===== src/rtl/univ_shift_reg.sv =====
// Universal WIDTH-bit register: load, clear, shift, rotate, with a
// saturating shift counter that flags a fully serialised word.
module univ_shift_reg #(
  parameter int unsigned WIDTH = 8,
  parameter logic [WIDTH-1:0] RESET_VAL = '0,
  localparam int unsigned CW = $clog2(WIDTH + 1)
) (
  input  logic             clk,
  input  logic             rst_n,
  input  logic             en,
  input  logic [2:0]       mode,
  input  logic [WIDTH-1:0] d,
  input  logic             sin_r,
  input  logic             sin_l,
  output logic [WIDTH-1:0] q,
  output logic [WIDTH-1:0] qn,
  output logic             sout_r,
  output logic             sout_l,
  output logic [CW-1:0]    cnt,
  output logic             done
);

  localparam logic [2:0] M_HOLD = 3'b000;
  localparam logic [2:0] M_SHR  = 3'b001;
  localparam logic [2:0] M_SHL  = 3'b010;
  localparam logic [2:0] M_LOAD = 3'b011;
  localparam logic [2:0] M_ROR  = 3'b100;
  localparam logic [2:0] M_ROL  = 3'b101;
  localparam logic [2:0] M_CLR  = 3'b110;

  localparam logic [CW-1:0] CNT_MAX = CW'(WIDTH);

  logic [WIDTH-1:0] q_q, q_d;
  logic [CW-1:0]    cnt_q, cnt_d;
  logic             shift;

  always_comb begin
    q_d   = q_q;
    cnt_d = cnt_q;
    shift = 1'b0;
    if (en) begin
      unique case (mode)
        M_SHR: begin
          q_d   = {sin_r, q_q[WIDTH-1:1]};
          shift = 1'b1;
        end
        M_SHL: begin
          q_d   = {q_q[WIDTH-2:0], sin_l};
          shift = 1'b1;
        end
        M_LOAD: begin
          q_d   = d;
          cnt_d = '0;
        end
        M_ROR: begin
          q_d   = {q_q[0], q_q[WIDTH-1:1]};
          shift = 1'b1;
        end
        M_ROL: begin
          q_d   = {q_q[WIDTH-2:0], q_q[WIDTH-1]};
          shift = 1'b1;
        end
        M_CLR: begin
          q_d   = '0;
          cnt_d = '0;
        end
        M_HOLD: ;
        default: ;
      endcase
      // counter saturates so done stays up until the next load/clear
      if (shift && cnt_q != CNT_MAX) cnt_d = cnt_q + CW'(1);
    end
  end

  always_ff @(posedge clk or negedge rst_n) begin
    if (!rst_n) begin
      q_q   <= RESET_VAL;
      cnt_q <= '0;
    end else begin
      q_q   <= q_d;
      cnt_q <= cnt_d;
    end
  end

  assign q      = q_q;
  assign qn     = ~q_q;
  assign sout_r = q_q[0];
  assign sout_l = q_q[WIDTH-1];
  assign cnt    = cnt_q;
  assign done   = (cnt_q == CNT_MAX);

endmodule

===== config.mk =====
export PLATFORM = sky130hd
export DESIGN_NAME = univ_shift_reg
export DESIGN_NICKNAME = d
export VERILOG_FILES = /design/src/rtl/univ_shift_reg.sv
export SDC_FILE = /design/constraint.sdc
export NUM_CORES = 1
export LEC_CHECK = 0
export BUFFER_PORTS_ARGS = -buffer_cell sky130_fd_sc_hd__buf_2
export CELL_PAD_IN_SITES_DETAIL_PLACEMENT = 0
export CELL_PAD_IN_SITES_GLOBAL_PLACEMENT = 1
export CORE_MARGIN = 1.5
export CORE_UTILIZATION = 35
export CTS_CLUSTER_DIAMETER = 40
export DETAILED_ROUTE_END_ITERATION = 16
export PLACE_DENSITY_LB_ADDON = 0.25
export SYNTH_ARGS = -nofsm -noshare
export SYNTH_HDL_FRONTEND = slang
export SYNTH_SLANG_ARGS = --single-unit

===== constraint.sdc =====
create_clock -name clk -period 2.5 [get_ports clk]
set_clock_uncertainty 0.1 [all_clocks]
set_input_delay 0.375 -clock clk [delete_from_list [all_inputs] [get_ports clk]]
set_output_delay 0.375 -clock clk [all_outputs]
set_load 0.01 [all_outputs]

==> flow_metrics.tcl <==
set metrics [dict create \
    worst_pin_slew_ns 0.5160 \
    cts_tree "built" \
    place_area_mm2 0.001097 \
    clockRootBuffer "clkbuf_4" \
    io_buffers 38 \
    cp.arrival_ns 1.23 \
    clkTransAtPathRegs_ns 0.08 \
    period_needed_ns 1.706 \
    rsz0062_at_grt "false" \
    critical-path-max-stage-delay_ns 0.42 \
    yosys.area.top_type_share 0.3191 \
    crit_buf_inv 2 \
    setup_viol 0 \
    p_per_area_mw_per_mm2 666.4 \
    combPwrFrac 0.396 \
    max_freq_ghz 0.5863 \
    cp_max_fo 6 \
    muxShareOfSynthArea 0.01064 \
    coreArea_mm2 0.002500 \
    register_area_um2 300.3 \
    nFillCells 268 \
    cts.sinks 12 \
    synthesis.nets 139 \
    htreeDepth 1 \
    synth.area.top_cells "dfrtp_1 32%, o21ai_0 6.4%, a21oi_1 5.9%" \
    yosysTopAreaCell "dfrtp_1" \
    synthCells 121 \
    grt_max_degree 31 \
    finalMaxSlewViolations 0 \
    total_leakage_power_nw 0.5642 \
    cts_resized 0 \
    cts_buffers 3 \
    critical_path_required_ns 2.03 \
    synth.ff_latch_count 12 \
    nets 172 \
    vdd_drop_max_v 0.0003264 \
    chipHeight_um 54.85 \
    grt_pass1_wl_mm 3.712 \
    seq_area_frac_synth 0.3191 \
    syn_area_um2 940.9 \
    drt-total-wl_mm 2.324 \
    dr_total_vias 991 \
    first_pass_iters 4 \
    yosys_warnings 0 \
    drive_above_1_share 0.3203 \
    ant_nets 0 \
    p_int_w 0.0004591 \
    yosys.area_share.simple 0.1968 \
    row_count 18 \
    final_common_cell "buf_2" \
    syn_avg_cell_area_um2 7.776 \
    place_congestion 0.6864 \
    cts_setup_buffers 0 \
    critPathKind "reg -> out" \
    vias_per_cell 5.415 \
    clk_latency_ns 0.28 \
    netSwitchingPower_w 0.0003030 \
    grt_usage 0.1706 \
    ios 39 \
    relSlewSlack 0.6560 \
    p_sw_frac 0.3976 \
    grt_pass1_vias 799 \
    synth_top_family_by_area "compound AO/OA/AOI/OAI gates" \
    min_period_over_period 0.6822 \
    antenna_found_initial 0 \
    synth.distinct_cells 36 \
    cts_hold_buf 1 \
    wl_per_cell_um 12.70 \
    cts_buffer_depth 2 \
    syn2layout_area_growth_pct 21.54 \
    die-area_mm2 0.003009 \
    p_clk_frac 0.210 \
    drcViolationCount 0 \
    drtIter0Drc 24 \
    antennaDiodeCount 0 \
    place_hpwl_mm 1.623 \
    grt-ovfl-total 0 \
    synth-xor-area-share 0.01862 \
    startpoint_type "register" \
    multi_input_area_um2 524.3 \
    hold_viol_final 0 \
    synth_compound_area_frac 0.3045 \
    synthAdderAreaFrac 0.02660 \
    start_util 0.3764 \
    most-common-layout-cells "38 x buf_2, 12 x inv_1, 12 x nor2_1, 12 x o21ai_0, 12 x dfrtp_1" \
    fin_tns_setup_ns 0 \
    cp-end-kind "output port" \
    fin_area_mm2 0.001144 \
    min_path_type "in -> reg" \
    critPathTopFamily "flip-flops" \
    cp_slowest_cell "dfrtp_1" \
    power_frac_seq 0.394 \
    die_w_um 54.85 \
    status "completed" \
    drv_cap 0 \
    crit_chain "inv_1 > ha_1 > nand2_1 > nor2_1 > buf_2" \
]
## per-layer routing
metal  track usage  part of all wire  up-vias  wire length [µm]
met1        0.2333              0.45      455              1041
met3       0.05191             0.090        4               210
li1              -                 -      488                 -
met5             0                 0        -                 0
met4       0.03750            0.0065        0                15
met2        0.2619              0.45       44              1056
## kinds of logic (layout without fill, tap and decap cells)
family	after synthesis	after routing
compound gates	44	44
buf+inv	23	55
simple gates	37	37
flops	12	12
mux	1	1
xor+xnor	2	2
fa+ha+maj	2	2
## synth_stat cells
cell and instances:
clkbuf_1 2, inv_1 12, buf_2 3, nand3_1 6, a21oi_1 11, nand2_1 9, nand2b_1 2, a2bb2oi_1 1
o31ai_1 1, dfrtp_1 12, a31oi_2 1, o22ai_1 1, nor4bb_1 1, mux2i_1 1, a221oi_1 1, or3_4 1
nor2b_1 2, o21ai_1 2, o211ai_1 1, o21ai_0 12, nand4_1 1, a211oi_1 1, nor2_1 12, buf_6 1
xor2_1 2, a31oi_1 6, and3_1 1, o22ai_2 1, o221ai_1 2, a21o_1 1, and3_4 1, o2111ai_2 1
nor2_2 1, o31ai_2 1, buf_4 5, ha_1 2
## cell type report
cell class                      count  share of cell area
Timing Repair Buffer               39              0.1751
Tap cell                           30             0.03282
Multi-Input combinational cell     86              0.4584
Sequential cell                    12              0.2626
Inverter                           12             0.03939
Clock buffer                        4             0.03173
## worst reg2reg max path, delay by kind of cell (launching register included)
family | cells | cell delay, ns
AOI/OAI and AO/OA | 3 | 0.46
adders and majority gates | 1 | 0.19
buffers and inverters | 1 | 0.06
DFF | 1 | 0.42
and+or+nand+nor | 1 | 0.09
## flip-flops by register name, summed over array words and instances (netlist names)
signal  count
cnt         4
q           8
## power groups by stage
stage	clock, W	sequential [W]	combinational (W)
floorplan	0	0.000317	0.000177
global placement	0	0.000303	0.000302
detailed placement	0	0.000304	0.000304
CTS	0.000167	0.000300	0.000307
global route	0.000177	0.000309	0.000347
finish	0.000160	0.000300	0.000302
## worst paths after layout
check | start | endpoint | slack, ns | cells past startpoint
setup / recovery | cnt[0] | done | 0.79 | 5
hold / removal | sin_r | q[7] | 0.25 | 3
setup reg to reg | cnt[0] | cnt[2] | 1.05 | 6
hold reg to reg | cnt[3] | cnt[3] | 0.40 | 1
max in group asynchronous | rst_n | cnt[1] | 1.68 | 2
min in group asynchronous | rst_n | q[3] | 0.40 | 2
## metrics by stage
stage / hold slack [ns] / power [W] / cells / utilization / setup slack, ns
finish: 0.2518 / 0.0007621 / 183 / 0.4575 / 0.7945
global route: 0.2654 / 0.0008329 / 183 / 0.4575 / 0.6812
CTS: 0.2443 / 0.0007741 / 183 / 0.4575 / 0.7819
global placement: 0.1761 / 0.0006045 / 178 / 0.4389 / 0.8097
floorplan: -0.02059 / 0.0004942 / 121 / - / 1.080
detailed placement: 0.1787 / 0.0006081 / 178 / 0.4389 / 0.7600
Note: power is estimated with default switching activity, not from simulation.
